`src/rtl/serial_adder_pkg.sv`:
```
// Shared types and defaults for the bit-serial adder.
// Imported by serial_adder and serial_fa_cell.
package serial_adder_pkg;

  typedef enum logic [1:0] {
    IDLE = 2'd0,
    ADD  = 2'd1,
    DONE = 2'd2
  } sa_state_t;

  localparam int SA_DEFAULT_WIDTH = 8;

endpackage

```
`src/rtl/serial_fa_cell.sv`:
```
// One-bit full adder; the single arithmetic cell the serial adder reuses every cycle.
module serial_fa_cell
  import serial_adder_pkg::*;
(
  input  logic a_i,
  input  logic b_i,
  input  logic cin_i,
  output logic sum_o,
  output logic cout_o
);

  assign sum_o  = a_i ^ b_i ^ cin_i;
  assign cout_o = (a_i & b_i) | (a_i & cin_i) | (b_i & cin_i);

endmodule

```
`src/rtl/serial_adder.sv`:
```
// Bit-serial ripple adder: WIDTH-bit a + b + cin, one sum bit per clock, LSB first.
// Define SERIAL_ADDER_OVF_EN to add the registered signed-overflow output ovf.
module serial_adder
  import serial_adder_pkg::*;
#(
  parameter int WIDTH = SA_DEFAULT_WIDTH
) (
  input  logic             clk,
  input  logic             rst_n,
  // Handshake: a transfer happens on a rising edge where valid and ready are both
  // high; the producer holds valid and data stable until that edge.
  input  logic             in_valid,
  output logic             in_ready,
  input  logic [WIDTH-1:0] a,
  input  logic [WIDTH-1:0] b,
  input  logic             cin,
  output logic             out_valid,
  input  logic             out_ready,
  output logic [WIDTH-1:0] sum,
  output logic             cout,
  output logic [1:0]       dbg_state_o
`ifdef SERIAL_ADDER_OVF_EN
  ,
  output logic             ovf
`endif
);

  localparam int CNT_W = $clog2(WIDTH);
  localparam logic [CNT_W-1:0] CNT_LAST = CNT_W'(WIDTH - 1);

  sa_state_t        state_q, state_d;
  logic [WIDTH-1:0] a_sh_q, a_sh_d;
  logic [WIDTH-1:0] b_sh_q, b_sh_d;
  logic [WIDTH-2:0] sum_sh_q, sum_sh_d;
  logic             carry_q, carry_d;
  logic [CNT_W-1:0] cnt_q, cnt_d;
  logic [WIDTH-1:0] sum_q, sum_d;
  logic             cout_q, cout_d;
`ifdef SERIAL_ADDER_OVF_EN
  logic             ovf_q, ovf_d;
`endif

  logic             cell_s;
  logic             cell_c;
  logic [WIDTH-1:0] sum_cat;

  serial_fa_cell u_cell (
    .a_i    (a_sh_q[0]),
    .b_i    (b_sh_q[0]),
    .cin_i  (carry_q),
    .sum_o  (cell_s),
    .cout_o (cell_c)
  );

  // Partial sum keeps only WIDTH-1 bits; the newest bit completes the word.
  assign sum_cat = {cell_s, sum_sh_q};

  always_comb begin
    state_d  = state_q;
    a_sh_d   = a_sh_q;
    b_sh_d   = b_sh_q;
    sum_sh_d = sum_sh_q;
    carry_d  = carry_q;
    cnt_d    = cnt_q;
    sum_d    = sum_q;
    cout_d   = cout_q;
`ifdef SERIAL_ADDER_OVF_EN
    ovf_d    = ovf_q;
`endif
    case (state_q)
      IDLE: begin
        if (in_valid) begin
          a_sh_d  = a;
          b_sh_d  = b;
          carry_d = cin;
          cnt_d   = '0;
          state_d = ADD;
        end
      end
      ADD: begin
        sum_sh_d = sum_cat[WIDTH-1:1];
        a_sh_d   = a_sh_q >> 1;
        b_sh_d   = b_sh_q >> 1;
        carry_d  = cell_c;
        cnt_d    = cnt_q + 1'b1;
        if (cnt_q == CNT_LAST) begin
          sum_d   = sum_cat;
          cout_d  = cell_c;
`ifdef SERIAL_ADDER_OVF_EN
          // carry_q is the carry into the MSB on this last step.
          ovf_d   = carry_q ^ cell_c;
`endif
          state_d = DONE;
        end
      end
      DONE: begin
        if (out_ready) begin
          state_d = IDLE;
        end
      end
      default: begin
        state_d = IDLE;
      end
    endcase
  end

  always_ff @(posedge clk or negedge rst_n) begin
    if (!rst_n) begin
      state_q  <= IDLE;
      a_sh_q   <= '0;
      b_sh_q   <= '0;
      sum_sh_q <= '0;
      carry_q  <= 1'b0;
      cnt_q    <= '0;
      sum_q    <= '0;
      cout_q   <= 1'b0;
`ifdef SERIAL_ADDER_OVF_EN
      ovf_q    <= 1'b0;
`endif
    end else begin
      state_q  <= state_d;
      a_sh_q   <= a_sh_d;
      b_sh_q   <= b_sh_d;
      sum_sh_q <= sum_sh_d;
      carry_q  <= carry_d;
      cnt_q    <= cnt_d;
      sum_q    <= sum_d;
      cout_q   <= cout_d;
`ifdef SERIAL_ADDER_OVF_EN
      ovf_q    <= ovf_d;
`endif
    end
  end

  assign in_ready    = (state_q == IDLE);
  assign out_valid   = (state_q == DONE);
  assign sum         = sum_q;
  assign cout        = cout_q;
  assign dbg_state_o = state_q;
`ifdef SERIAL_ADDER_OVF_EN
  assign ovf         = ovf_q;
`endif

endmodule

```
`config.mk`:
```
export PLATFORM = sky130hd
export DESIGN_NAME = serial_adder
export DESIGN_NICKNAME = d
export VERILOG_FILES = /design/src/rtl/serial_adder_pkg.sv /design/src/rtl/serial_fa_cell.sv /design/src/rtl/serial_adder.sv
export SDC_FILE = /design/constraint.sdc
export NUM_CORES = 1
export LEC_CHECK = 0
export ABC_AREA = 1
export CELL_PAD_IN_SITES_DETAIL_PLACEMENT = 0
export CELL_PAD_IN_SITES_GLOBAL_PLACEMENT = 1
export CORE_MARGIN = 4
export CORE_UTILIZATION = 42
export CTS_BUF_LIST = sky130_fd_sc_hd__clkbuf_2 sky130_fd_sc_hd__clkbuf_4 sky130_fd_sc_hd__clkbuf_8
export DETAILED_ROUTE_END_ITERATION = 7
export MAX_ROUTING_LAYER = met4
export PLACE_DENSITY = 0.86
export REMOVE_ABC_BUFFERS = 1
export SETUP_SLACK_MARGIN = 0.4
export SLEW_MARGIN = 20
export SYNTH_ARGS = -nofsm -noshare
export SYNTH_HDL_FRONTEND = slang
export SYNTH_SLANG_ARGS = --single-unit
```
`constraint.sdc`:
```
create_clock -name clk -period 2.1 [get_ports clk]
set_clock_uncertainty 0.05 [all_clocks]
set_input_delay 0.42 -clock clk [delete_from_list [all_inputs] [get_ports clk]]
set_output_delay 0.42 -clock clk [all_outputs]
set_load 0.02 [all_outputs]
```
==> results.md <==
STA:
- The headroom to the max-slew limit is 78.0%.
- The slew at the pin closest to its max-slew limit is 0.330 ns.
- The final number of max-transition violations was 0.
- The worst path uses 77.0% of the clock period.
- Setup repair after global routing left no endpoint under its margin.
- The maximum clock rate is 0.619 GHz.
- The total count of hold-check failures in the final report was 0.
- The final setup violation count is 0.
- Once routing completed, OpenROAD measured the worst setup slack at 0.483 ns.
- After routing, the total negative slack on setup checks comes to 0 ns.
- The clock period minus worst slack is 1.62 ns.
- On the final layout, the worst hold slack is 0.0431 ns.

Synthesis:
- Summing the sequential cell areas from Yosys gives 53.3% of the chip area.
- The top cell type by total area after synthesis is dfrtp_1.
- During synthesis, Yosys emitted a total of 0 warnings.
- The number of register bits inferred by synthesis is 38.
- Yosys mapped the design onto 20 distinct sky130hd cell types.
- In this run the biggest area consumer among cell types represents 53.3% of the synthesized area.
- A synthesized cell averages 8.18 um2.
- Synthesis produced 218 cells.
- The netlist area before placement is 1780 um2.
- By area the synthesized netlist is led by dfrtp_1 53%, nand2_1 18%, inv_1 8.0%.

Die:
- For this configuration, the core starts out at a cell density of 43.9%.
- From left edge to right edge, the die measures 73.2 um.
- The region available for standard cell placement spans 4060 um2.
- The chip height is 73.2 um.
- Row generation in the floorplan step produced 23 rows.
- The area of the die is 5350 um2.
- The I/O pin total is 34.

Job:
- The max-cap check violation count is 0.

Placed design:
- The congestion estimate from routability-driven global placement came to 0.760.
- Summed over all nets, the half-perimeter wirelength after detailed placement is 2250 um.
- The number of port buffers is 33.
- The total instance count after detailed placement is 296.
- The total cell area at the placement stage is 2130 um2.
- Before CTS, the worst setup slack after placement is 0.356 ns.

Pwr:
- The leakage component of the power is 1.22 nW.
- The total power per unit cell area is 1350 nW/um2.
- The largest voltage drop on the vdd net is 656 uV.
- The power after layout is 2.99 mW.

Worst setup path:
- The type of destination of the critical path is an output port.
- The setup path with the least slack is of type reg -> out.
- The arrival time at the worst endpoint is 1.15 ns.
- The data required time at the worst endpoint is 1.63 ns.
- The category of cells accounting for the largest share of critical-path delay is flip-flops.
- On the worst path, the slowest cell contributes a delay of 0.47 ns.
- The signal on the critical path passes through nor2_1, clkdlybuf4s15_2.
- In this run the worst path has a maximum fanout of 9.
- The critical path buffer and inverter count is 1.
- The kind of launch point of the worst setup path is a flip-flop.
- The slowest cell on the critical path is dfrtp_2.

Outcome:
- The run finished with clean final reports.

Clocking:
- The H-tree was split into 2 levels.
- TritonCTS built the clock tree.
- The number of clock buffers added by TritonCTS is 5.
- The number of hold buffers added after CTS is 0.
- Counting every sink on the clock net gives 38.
- The clock slew at the register clock pins of the worst setup and hold paths is 0.07 ns.
- The buffer type at the clock tree root is clkbuf_8.
- For the worst-skew pair, the clock arrives at the later sink with an insertion delay of 0.28 ns.
- Counting along the longest clock path gives a buffer depth of 2.

Layout:
- Excluding fillers, the count of instances in the completed layout stands at 304.
- The fraction of layout instances using a drive strength above 1 is 8.66%.
- Relative to the synthesized area, the layout overhead comes to 23.9%.
- The library cells used most frequently in the layout, excluding fill and tap cells, are 84 x nand2_1, 38 x inv_1, 36 x dfrtp_1, 19 x clkdlybuf4s50_1, 18 x nand3_1.
- Leaving out fill and tap cells, the most frequent cell in the layout is nand2_1.
- The finished cells cover 2210 um2.
- Cells fill 54.4% of the core in the end.
- The number of antenna repair diodes is 0.
- The number of nets in the final layout is 277.

Global route:
- The first global-routing pass estimated 6350 um of wire.
- The total global-route track usage is 15.8%.
- Entering global routing, the biggest net connects 39 pins.
- The initial antenna violation count came to 0.
- After global routing the overflow that remains totals 0.
- The via count of the first global-routing pass was 1,367.

Detailed routing:
- The number of design rule violations left after detail routing is 0.
- The detailed-route via count is 1,367.
- After detailed routing, the average wire length per cell comes to 11.0 um.
- The first TritonRoute pass finished after 4 iterations.
- Summed over all layers, the routed wires come to 3350 um.
- The number of antenna-violating nets in the routed design is 0.
- The ratio of routed vias to standard cells is 4.50.
- The number of design-rule violations left by the first detailed-router iteration is 78.

Min path:
- The tightest min-delay check is of the in -> async type.
-- path summary, 6_finish.rpt --
check                                           startpoint                         end  slack, ns  cells past startpoint
worst max-delay path            dbg_state_o[0]$_DFFE_PN0P_                   out_valid       0.48                      2
worst min-delay path                                 rst_n     sum_sh_q[1]$_DFFE_PN0P_       0.04                      2
min in group clk                        sum[0]$_DFFE_PN0P_          sum[0]$_DFFE_PN0P_       0.42                      2
worst min register to register          sum[0]$_DFFE_PN0P_          sum[0]$_DFFE_PN0P_       0.42                      2
max in group asynchronous                            rst_n  dbg_state_o[0]$_DFFE_PN0P_       1.76                      2
worst max register to register        cnt_q[0]$_DFFE_PN0P_          sum[4]$_DFFE_PN0P_       0.65                      5
-- repair_timing --
item                                    4_1_cts  5_1_grt
buffers inserted                              0        0
gates resized for setup                      16        3
endpoints found under the setup margin       13        3
pin swaps                                     0        0
-- metal layers --
metal  vias up  wire (um)  GRT usage, %
met5         -          0             -
met1       607       1700          21.9
met2        30       1400          22.1
met4         0         49          4.92
li1        724          -             -
met3         6        191          4.68
-- cell type report --
type                       instances  area, um2
sequential                        38        953
multi-input combinational        132        599
fill                             408       1850
clock inverter                     1       5.00
timing repair buffer              36        343
inverter                          40        155
clock buffer                       7       90.1
tap                               50       62.6
-- power by group --
part           internal, mW  switching, mW
Clock                 0.278          0.242
Sequential             1.06          0.180
Combinational         0.463          0.765
-- state kept, by name, indices dropped and copies added, names as in the netlist --
register,flops
cnt_q,3
sum,8
cout,1
carry_q,1
a_sh_q,8
b_sh_q,8
dbg_state_o,2
sum_sh_q,7
-- cells in the mapped netlist --
cell      n
buf_6     2
a21oi_1   2
buf_8     1
inv_2     1
inv_6     1
nor2_4    1
nand3_1  18
o21ai_0   9
fa_1      1
inv_1    38
dfrtp_1  38
o31ai_1   1
nand2_2   2
ha_1      2
nor2_1    3
buf_12    1
o21ai_1   8
nand2_4   1
buf_2     4
nand2_1  84
-- kinds of logic (layout without fill, tap and decap cells) --
| group | after synthesis | in the layout | synth area share, % |
|---|---|---|---|
| and+or+nand+nor | 109 | 109 | 25.3 |
| adders and majority gates | 3 | 3 | 2.53 |
| DFF | 38 | 38 | 53.3 |
| buffers and inverters | 48 | 84 | 13.1 |
| AOI/OAI and AO/OA | 20 | 20 | 5.75 |
No activity file was read; power rests on OpenSTA's default activity.
